[src/rtl/key_event_pkg.sv]
// key_event_pkg: shared state encoding, counter width and 27 MHz timing defaults for key_event
package key_event_pkg;
  localparam int CNT_W = 25;
  typedef enum logic [2:0] {IDLE, PRESS1, WAIT2, PRESS2, LONG} state_t;
  localparam logic [CNT_W-1:0] LONG_CNT_27M   = 25'd27_000_000;
  localparam logic [CNT_W-1:0] DOUBLE_GAP_27M = 25'd8_100_000;
  localparam logic [CNT_W-1:0] REPEAT_CNT_27M = 25'd5_400_000;
endpackage

[src/rtl/key_event.sv]
// key_event: classifies debounced presses into short/double/long/repeat one-cycle pulses.
// Ports: sys_clk, rst_in (async, active-low), key_press (onset pulse), key_state (held level),
//        short_press, double_press, long_press, repeat_press (registered pulses), busy (state != IDLE).
module key_event
  import key_event_pkg::*;
#(
  parameter logic [CNT_W-1:0] LONG_CNT   = LONG_CNT_27M,
  parameter logic [CNT_W-1:0] DOUBLE_GAP = DOUBLE_GAP_27M,
  parameter logic [CNT_W-1:0] REPEAT_CNT = REPEAT_CNT_27M
) (
  input  logic sys_clk,
  input  logic rst_in,
  input  logic key_press,
  input  logic key_state,
  output logic short_press,
  output logic double_press,
  output logic long_press,
  output logic repeat_press,
  output logic busy
);
  localparam logic [CNT_W-1:0] LONG_LAST   = LONG_CNT - 1'b1;
  localparam logic [CNT_W-1:0] GAP_LAST    = DOUBLE_GAP - 1'b1;
  localparam logic [CNT_W-1:0] REPEAT_LAST = REPEAT_CNT - 1'b1;
  state_t r_state, w_next;
  logic [CNT_W-1:0] r_cnt, w_cnt;
  logic r_short, r_double, r_long, r_repeat, r_busy;
  logic w_short, w_double, w_long, w_repeat;
  always_ff @(posedge sys_clk or negedge rst_in) begin
    if (!rst_in) begin
      r_state  <= IDLE;
      r_cnt    <= '0;
      r_short  <= 1'b0;
      r_double <= 1'b0;
      r_long   <= 1'b0;
      r_repeat <= 1'b0;
      r_busy   <= 1'b0;
    end else begin
      r_state  <= w_next;
      r_cnt    <= w_cnt;
      r_short  <= w_short;
      r_double <= w_double;
      r_long   <= w_long;
      r_repeat <= w_repeat;
      r_busy   <= w_next != IDLE;
    end
  end
  // release beats the long threshold, and a press beats the gap timeout
  always_comb begin
    w_next = r_state;
    case (r_state)
      IDLE:    w_next = key_press ? PRESS1 : IDLE;
      PRESS1:  w_next = !key_state ? WAIT2 : (r_cnt == LONG_LAST ? LONG : PRESS1);
      WAIT2:   w_next = key_press ? PRESS2 : (r_cnt == GAP_LAST ? IDLE : WAIT2);
      PRESS2:  w_next = key_state ? PRESS2 : IDLE;
      LONG:    w_next = key_state ? LONG : IDLE;
      default: w_next = IDLE;
    endcase
  end
  // counter only runs in the timed states and restarts on any state change or repeat
  always_comb begin
    w_long   = r_state == PRESS1 && key_state && r_cnt == LONG_LAST;
    w_double = r_state == WAIT2 && key_press;
    w_short  = r_state == WAIT2 && !key_press && r_cnt == GAP_LAST;
    w_repeat = r_state == LONG && key_state && r_cnt == REPEAT_LAST;
    w_cnt    = (w_next != r_state || w_repeat || r_state inside {IDLE, PRESS2}) ? '0 : r_cnt + 1'b1;
  end
  assign short_press  = r_short;
  assign double_press = r_double;
  assign long_press   = r_long;
  assign repeat_press = r_repeat;
  assign busy         = r_busy;
endmodule

[config.mk]
export PLATFORM = sky130hd
export DESIGN_NAME = key_event
export DESIGN_NICKNAME = d
export VERILOG_FILES = /design/src/rtl/key_event_pkg.sv /design/src/rtl/key_event.sv
export SDC_FILE = /design/constraint.sdc
export NUM_CORES = 1
export LEC_CHECK = 0
export CELL_PAD_IN_SITES_DETAIL_PLACEMENT = 0
export CELL_PAD_IN_SITES_GLOBAL_PLACEMENT = 1
export CORE_ASPECT_RATIO = 2
export CORE_UTILIZATION = 46
export DETAILED_ROUTE_END_ITERATION = 8
export GPL_TIMING_DRIVEN = 0
export MAX_ROUTING_LAYER = met4
export PLACE_DENSITY_LB_ADDON = 0.15
export REMOVE_ABC_BUFFERS = 1
export SLEW_MARGIN = 20
export SYNTH_ARGS = -nofsm -noshare
export SYNTH_HDL_FRONTEND = slang
export SYNTH_SLANG_ARGS = --single-unit
[constraint.sdc]
create_clock -name sys_clk -period 2.1 [get_ports sys_clk]
set_input_delay 0.21 -clock sys_clk [delete_from_list [all_inputs] [get_ports sys_clk]]
set_output_delay 0.21 -clock sys_clk [all_outputs]
set_load 0.01 [all_outputs]
Word-level counts from Yosys, hierarchy flattened
Index checks and enable logic that the tools add are counted.

Latch bits: 0. Output and inout bits: 5. ROM bits: 0. Input port bits: 4. Register bits: 33. Bits in writable memories: 0. Memories: 0. Logic and storage cells: 38.

$lt $le $gt $ge: 0. Divide/modulo/power cells: 0. Reductions and logical operators: 13. Bitwise operators: 0. Add/sub/neg operators: 1. Multiply operators: 0. Shifts and indexed selects: 0. Muxes and demuxes: 9. Equal/unequal tests: 8.

Operators by type and width (count): 25-bit by 23-bit == test with 1-bit output, second input constant (2); 25-bit by 1-bit adder with 25-bit output, second input constant (1); 25-bit == test, second input constant (1); 25-bit two-way mux (1); 3-bit one-hot mux with 5 select lines (1); 3-bit two-way mux (3); 1-bit logical AND (7); 3-bit by 2-bit == test with 1-bit output, second input constant (2); 2-bit two-way mux (3); 3-bit by 1-bit == test with 1-bit output, second input constant (1); 3-bit == test, second input constant (1); 3-bit logical NOT (1); 3-bit != test (1); 3-bit nonzero test (1); 1-bit logical OR (2); 2-bit nonzero test (1); 1-bit logical NOT (1); 1-bit two-way mux (1).

Logic depth before layout (Yosys ltp)
Gate-level depths: netlist of the first run.

Depth after elaboration: 8. Gate-level depth with buffers: 9. Mapped depth without buffers: 6.

Worst setup path after synthesis of the first run
No wires, ideal clock.

Path kind: register -> register. Start: reg r_cnt[0]. End: reg r_cnt[20]. Slack: 0.149 ns. Setup time: 0.086 ns. Period minus slack after synthesis: 1.951 ns. Required time: 2.014 ns. Path buffers: 3. Arrival: 1.865 ns. Stages on the path, launching flop included: 10. Path through: dfrtp_1 -> ha_1 -> and4_2 -> buf_2 -> nand3_1 -> o31ai_1 -> a32o_1 -> buf_2 -> buf_2 -> nor3_1.

Word-level cells in the longest chain between the ends: 8. Elaborated cells between the ends (all ways): 14. Classes of those cells: 1 x add/sub; 4 x eq/ne; 6 x mux; 3 x reduce/logical.

Ends and longest elaborated chain: start, declared (line key_event.sv:25) `logic [CNT_W-1:0] r_cnt, w_cnt;`; start signal, assigned (line key_event.sv:39) `r_cnt <= w_cnt;`; 25-bit == test or 25-bit by 23-bit == test with 1-bit output (tied branches) (line key_event.sv:52, key_event.sv:53); 3-bit two-way mux or 2-bit two-way mux (tied branches) (2 in a row) (line key_event.sv:52, key_event.sv:53); 3-bit one-hot mux with 5 select lines (line key_event.sv:50) `case (r_state)`; 3-bit != test (line key_event.sv:65) `w_cnt = (w_next != r_state || w_repeat || r_state inside {IDLE, PRESS2}) ? '0 : r_cnt + 1'b1;`; 1-bit logical OR (2 in a row) (line key_event.sv:65); 25-bit two-way mux * (line key_event.sv:65); named net w_cnt[20] (line key_event.sv:25).

The timed path passes the listed nets; every way through them passes the cells marked *.

Worst setup path in the final report of the first run
Start: reg r_cnt[16]. End: reg r_cnt[14].

Word-level cells in the longest chain between the ends: 8. Elaborated cells between the ends (all ways): 13. Classes of those cells: 4 x eq/ne; 6 x mux; 3 x reduce/logical.

Ends and longest elaborated chain (line): 25-bit == test or 25-bit by 23-bit == test with 1-bit output (tied branches) (key_event.sv:52, key_event.sv:53); 3-bit two-way mux or 2-bit two-way mux (tied branches) (2 in a row) (key_event.sv:52, key_event.sv:53); 3-bit one-hot mux with 5 select lines (key_event.sv:50); 3-bit != test (key_event.sv:65); 1-bit logical OR * (2 in a row) (key_event.sv:65); 25-bit two-way mux * (key_event.sv:65); named net w_cnt[14] (key_event.sv:25).

Marked as above.

==> summary.txt, run 1 <==
Final layout
  • Ratio of cells with drive above 1 in the final layout: 16.6%
  • Layout Nets: 209
  • FILL cells: 351
  • Antenna Cells: 0
  • Area added between synthesis and finish: 19.6%
  • Design area: 0.00221 mm2

Synthesis
  • EDFF count, synth: 0
  • Sequential share of the synthesized area: 44.7%
  • Post-synth top area share: 44.7%
  • Most numerous cell in the Yosys netlist: dfrtp_1
  • Synth unique cells: 42
  • Asr flop ratio synth: 100%
  • Average instance area after synthesis: 9.63 um2
  • Cell taking the most area after synthesis: dfrtp_1
  • Mapped cell area: 0.00185 mm2
  • Post-Syn Instances: 192
  • Ys Warns: 0
  • Top cells by area, synth: dfrtp_1 (45%), xnor2_1 (8.1%), nor3_1 (7.6%)
  • Post-synth top cells: dfrtp_1 (33), nor3_1 (28), xnor2_1 (17), nor2_1 (16)
  • Number of synthesized register bits: 33
  • Ys flop type: dfrtp_1

Setup path
  • Worst Reg-to-Reg Cells: 6
  • Req. time, crit path: 2270 ps
  • Kind of end point of the critical path: flip-flop
  • Crit path DAT: 2180 ps
  • RR Startpoint: r_cnt[16]$_DFF_PN0_
  • Critical path class: reg -> reg
  • Critical path peak fanout: 6
  • RR Endpoint: r_cnt[14]$_DFF_PN0_
  • FF-to-FF setup slack: 90 ps
  • Startpoint types: flip-flop

Timing
  • Final worst-path cycle share: 95.9%
  • Skew final: 9.54 ps
  • Worst slew margin: 51.2%
  • Slew Limit Fails: 0
  • Final setup violation count: 0
  • Hold Worst Slack: -26.9 ps
  • Maximum clock rate: 0.497 GHz
  • Final hold violations: 33
  • Worst slew pin tran: 732 ps
  • Post-Route Setup TNS: 0 ps
  • Minimum clock period: 2010 ps

Clock tree
  • Clock root buffer master: clkbuf_8
  • H-tree levels: 2
  • # clock sinks: 33
  • Hold Buf Count CTS: 0
  • Reg clk slew, reported paths: 80 ps
  • CTS tree: done
  • Num CTS Buffers: 5
  • Max Root-Sink Buffers: 2
  • Clock latency on the worst-skew pair: 290 ps

Place
  • Area post-placement: 0.00191 mm2
  • Detailed placer's ending HPWL: 2.86 mm
  • Final Wtd Congestion: 0.783
  • # port buffers: 8

Route
  • Remaining DRCs: 0
  • Via-to-Cell Ratio: 6.02
  • DR WL/cell: 17.9 um
  • Via Count: 1542
  • ANT nets after route: 0
  • Iteration-0 DRC count of the detailed router: 24
  • First-pass iteration count of the detailed router: 4
  • Routed Wire Length: 4.57 mm

Floorplan
  • Initial Util: 48.1%
  • Die Ht: 91.6 um
  • Die span in x: 46.8 um
  • Cell Rows: 32
  • Core area: 0.00384 mm2
  • DIE AREA: 0.00429 mm2
  • # IOs: 9

Power
  • Pwr dens: 734 mW/mm2
  • Sw Pwr: 402 uW
  • Static Leak: 0.000812 uW
  • Clk network pwr share: 43.8%
  • Logic pwr share: 12.8%
  • Internal: 1220 uW
  • Worst vdd ir: 0.492 mV
  • Flop pwr share: 43.5%
  • Switching share of power: 24.8%

Global routing
  • GRT Residual Overflow: 0
  • GRT Total Usage: 25.0%
  • First-pass GRT wire length: 7.48 mm
  • Initial antenna violation count: 0
  • Vias in the first global route: 1575
  • Largest net degree at the start of global routing: 34

Run
  • # Max-Cap Violations: 0

Run status
  • Status: finished with violations
  • Failing checks: negative hold slack

Hold path
  • Hold Path Class: in -> async
==> per-layer routing <==
metal / vias up / track usage (%) / routed length [um]
met5: - / - / 0
met3: 13 / 4.33 / 119
met4: 0 / 11.9 / 165
met2: 35 / 41.3 / 2610
li1: 720 / - / -
met1: 774 / 27.3 / 1670
==> sequential cells by signal, summed over array words and instances, names as in the netlist <==
register / count
r_state: 3
repeat_press: 1
busy: 1
double_press: 1
long_press: 1
r_cnt: 25
short_press: 1
==> final cells by class <==
type | count | area, um2 | area share [%]
inverter | 5 | 18.8 | 0.849
clock buffer | 5 | 68.8 | 3.11
sequential | 33 | 827 | 37.4
clock inverter | 3 | 65.1 | 2.94
multi-input combinational | 144 | 1030 | 46.5
timing repair buffer | 15 | 140 | 6.34
tap | 51 | 63.8 | 2.89
==> placed cells by master, fill, tap and decap left out, types with 2 or more instances in the layout <==
cell / n
dfrtp_1: 32
buf_4: 6
clkbuf_8: 5
or4_4: 2
o21ai_0: 3
nand2b_1: 4
o21a_1: 2
and4_1: 3
a21oi_4: 2
inv_1: 5
and3_1: 4
nand3_1: 7
clkdlybuf4s50_1: 7
nor3b_1: 3
nor3_1: 28
nand2_1: 10
xor2_1: 6
xnor2_1: 17
nand4_1: 10
bufinv_16: 2
nor2_1: 16
nor4_4: 2
==> critical path: stages, from the launching register on <==
cell	delay (ps)
dfrtp_1	430
and4_1	300
nand4_1	150
or4_4	600
a21oi_4	180
buf_4	170
nor3_1	50
==> kinds of logic (layout without fill, tap and decap cells) <==
group / Yosys count / count (layout) / share of synthesized area [%]
AOI/OAI and AO/OA: 13 / 15 / 5.01
xor gates and xnor gates: 23 / 23 / 10.9
adders and majority gates: 1 / 1 / 0.677
buffers and inverters: 17 / 28 / 5.08
DFF: 33 / 33 / 44.7
muxes: 1 / 1 / 0.542
and+or+nand+nor: 104 / 104 / 33.1
==> repair_timing <==
| item | 4_1_cts | 5_1_grt |
|---|---|---|
| gates cloned | 2 | 0 |
| gates resized for setup | 8 | 8 |
| buffers inserted | 6 | 1 |
| setup endpoints to repair | 25 | 28 |
| pin swaps | 4 | 1 |
==> worst max-delay path by stage <==
stage,slack (ps),startpoint,end,depth (start not counted)
after floorplan,-3,r_cnt[16]$_DFF_PN0_,r_cnt[1]$_DFF_PN0_,5
after global placement,-490,r_cnt[0]$_DFF_PN0_,r_cnt[6]$_DFF_PN0_,6
after detailed placement,-530,r_cnt[0]$_DFF_PN0_,r_cnt[11]$_DFF_PN0_,6
after CTS,40,r_cnt[0]$_DFF_PN0_,r_cnt[24]$_DFF_PN0_,6
after global routing,-30,r_cnt[9]$_DFF_PN0_,r_cnt[14]$_DFF_PN0_,6
final,90,r_cnt[16]$_DFF_PN0_,r_cnt[14]$_DFF_PN0_,6
==> power by group through the flow <==
stage,sequential [uW],clock (uW),combinational (uW)
detailed placement,713,0,165
CTS,705,720,208
finish,706,710,207
global route,710,752,229
global placement,710,0,161
floorplan,707,0,92.1
==> per-stage QoR <==
| stage | power [uW] | setup WS, ps | std cells | utilization [%] |
|---|---|---|---|---|
| final | 1620 | 86.9 | 256 | 57.5 |
| after global routing | 1690 | -31.0 | 256 | 57.5 |
| after CTS | 1630 | 42.3 | 255 | 56.5 |
| after detailed placement | 878 | -535 | 239 | 49.7 |
| after global placement | 871 | -488 | 239 | 49.9 |
| after floorplan | 799 | -3.47 | 180 | - |
No activity file was read; power rests on OpenSTA's default activity.
==> inputs of run 2 (changes only) <==
--- a/config.mk
+++ b/config.mk
@@ -8,7 +8,8 @@
 export CELL_PAD_IN_SITES_DETAIL_PLACEMENT = 0
 export CELL_PAD_IN_SITES_GLOBAL_PLACEMENT = 1
 export CORE_ASPECT_RATIO = 2
-export CORE_UTILIZATION = 46
+export CORE_UTILIZATION = 48
+export CTS_BUF_LIST = sky130_fd_sc_hd__clkbuf_2 sky130_fd_sc_hd__clkbuf_4 sky130_fd_sc_hd__clkbuf_8
 export DETAILED_ROUTE_END_ITERATION = 8
 export GPL_TIMING_DRIVEN = 0
 export MAX_ROUTING_LAYER = met4
==> run 2 against run 1 <==
  * The run still ends with negative hold slack left
  * Via count grew 1.6%
  * Sequential power is essentially flat
  * Critical endpoint is now r_cnt[7]$_DFF_PN0_
  * Combinational power grew 9.7%
  * Maximum frequency shrank 1.5%
  * Sequential share of layout area grew 0.26 points
  * Highest routed layer unchanged
  * Largest cell class unchanged
==> summary.txt, run 2 (synthesis gave the netlist of run 1 again) <==
Global routing
  • GRT Residual Overflow: 0
  • GRT Total Usage: 25.3%
  • First-pass GRT wire length: 7.30 mm
  • Vias in the first global route: 1540
  • Initial antenna violation count: 0
  • Largest net degree at the start of global routing: 34

Floorplan
  • # IOs: 9
  • Cell Rows: 31
  • DIE AREA: 0.00412 mm2
  • Core area: 0.00365 mm2
  • Die span in x: 45.9 um
  • Initial Util: 50.7%
  • Die Ht: 89.8 um

Setup path
  • Critical path peak fanout: 4
  • Req. time, crit path: 2260 ps
  • Crit-path max cell delay: 600 ps
  • CP Cell Sequence: and4_1 -> nand4_1 -> or4_4 -> a21oi_4 -> buf_4 -> nor3_1
  • Kind of end point of the critical path: flip-flop
  • CP top delay family: simple AND/OR/NAND/NOR gates
  • Crit path DAT: 2210 ps
  • CP Buf/Inv Count: 1
  • Critical path class: reg -> reg
  • CP max-delay cell: or4_4
  • Startpoint types: flip-flop

Timing
  • Post-Route Setup TNS: 0 ps
  • Minimum clock period: 2040 ps
  • Final hold violations: 33
  • Worst slew margin: 51.0%
  • Slew Limit Fails: 0
  • Hold Worst Slack: -19.1 ps
  • Final setup violation count: 0
  • Worst slew pin tran: 736 ps
  • Final worst-path cycle share: 97.3%
  • RSZ-0062 raised after global routing: false
  • Maximum clock rate: 0.489 GHz
  • Skew final: 9.59 ps

Final layout
  • Area added between synthesis and finish: 18.6%
  • Max FFs per register: 25
  • Layout Nets: 213
  • Top flop regs: r_cnt (25), r_state (3)
  • Largest register by flop count: r_cnt
  • Design area: 0.00219 mm2
  • Ratio of cells with drive above 1 in the final layout: 17.7%
  • Final core utilization: 60.1%
  • Commonest non-fill, non-tap cell in the layout: dfrtp_1
  • Antenna Cells: 0
  • Most frequent cells in the layout: dfrtp_1 (33), nor3_1 (27), xnor2_1 (17)

Route
  • Remaining DRCs: 0
  • Iteration-0 DRC count of the detailed router: 83
  • M1 WL: 1.65 mm
  • WL met3: 224 um
  • ANT nets after route: 0
  • Via-to-Cell Ratio: 6.07
  • DR WL/cell: 18.3 um
  • Highest routed layer: met4
  • First-pass iteration count of the detailed router: 4
  • Routed Wire Length: 4.72 mm
  • Via Count: 1567
  • Met2 Wirelength: 2.63 mm

Clock tree
  • Max Root-Sink Buffers: 2
  • CTS tree: done
  • Clock root buffer master: clkbuf_8
  • Reg clk slew, reported paths: 70 ps
  • H-tree levels: 2
  • Clock latency on the worst-skew pair: 290 ps
  • Num CTS Buffers: 5
  • # clock sinks: 33
  • Hold Buf Count CTS: 0

Run status
  • Failing checks: negative hold slack
  • Status: finished with violations

Hold path
  • Hold Path Class: in -> async

Power
  • Static Leak: 0.000813 uW
  • Overall Power: 1410 uW
  • Worst vdd ir: 0.681 mV
  • Pwr dens: 643 mW/mm2

Place
  • Final Wtd Congestion: 0.762
  • Detailed placer's ending HPWL: 2.88 mm
  • # port buffers: 8
  • Area post-placement: 0.00191 mm2

Run
  • # Max-Cap Violations: 0
## run 2: cell types whose count changed in the layout (fill, tap and decap cells not counted), sizes merged
cell | previous run | this run
a32o | 2 | 3
buf | 8 | 11
clkbuf | 5 | 6
clkinv | 1 | 2
bufinv | 2 | 0
## run 2: timing repair
item                                    4_1_cts  5_1_grt
pin swaps                                     4        5
gates cloned                                  2        1
endpoints found under the setup margin       25       28
setup buffers                                 8        2
resized for setup                             9        6
## run 2: path summary, 6_finish.rpt
kind / cells after the start / from / slack [ps] / to
max: 6 / r_cnt[12]$_DFF_PN0_ / 60 / r_cnt[7]$_DFF_PN0_
min: 1 / rst_in / -20 / r_state[0]$_DFF_PN0_
max reg2reg: 6 / r_cnt[12]$_DFF_PN0_ / 60 / r_cnt[7]$_DFF_PN0_
min reg2reg: 1 / r_cnt[0]$_DFF_PN0_ / 530 / r_cnt[0]$_DFF_PN0_
max in group asynchronous: 1 / rst_in / 1650 / r_cnt[5]$_DFF_PN0_
min in group sys_clk: 1 / r_cnt[0]$_DFF_PN0_ / 530 / r_cnt[0]$_DFF_PN0_
## run 2: per-layer routing
| layer | track usage (%) | vias up |
|---|---|---|
| li1 | - | 728 |
| met1 | 27.4 | 765 |
| met5 | - | - |
| met3 | 3.82 | 17 |
| met4 | 14.0 | 0 |
| met2 | 41.3 | 57 |
## run 2: layout make-up
| cell class | instances | area (um2) |
|---|---|---|
| clock buffer | 6 | 76.3 |
| clock inverter | 2 | 10.0 |
| fill | 343 | 1450 |
| inverter | 5 | 18.8 |
| multi-input combinational | 145 | 1040 |
| sequential | 33 | 826 |
| tap | 49 | 61.3 |
| timing repair buffer | 18 | 163 |
## run 2: where the power goes
part / internal, uW / total, uW / switching [uW]
clock: 242 / 474 / 232
combinational: 97.2 / 227 / 130
sequential: 662 / 708 / 45.9
## run 2: metrics by stage
stage	worst slack, ps	instances
after detailed placement	-558	237
after global placement	-451	237
after CTS	-8.80	255
final	56.8	258
after floorplan	-3.47	180
after global routing	5.48	258
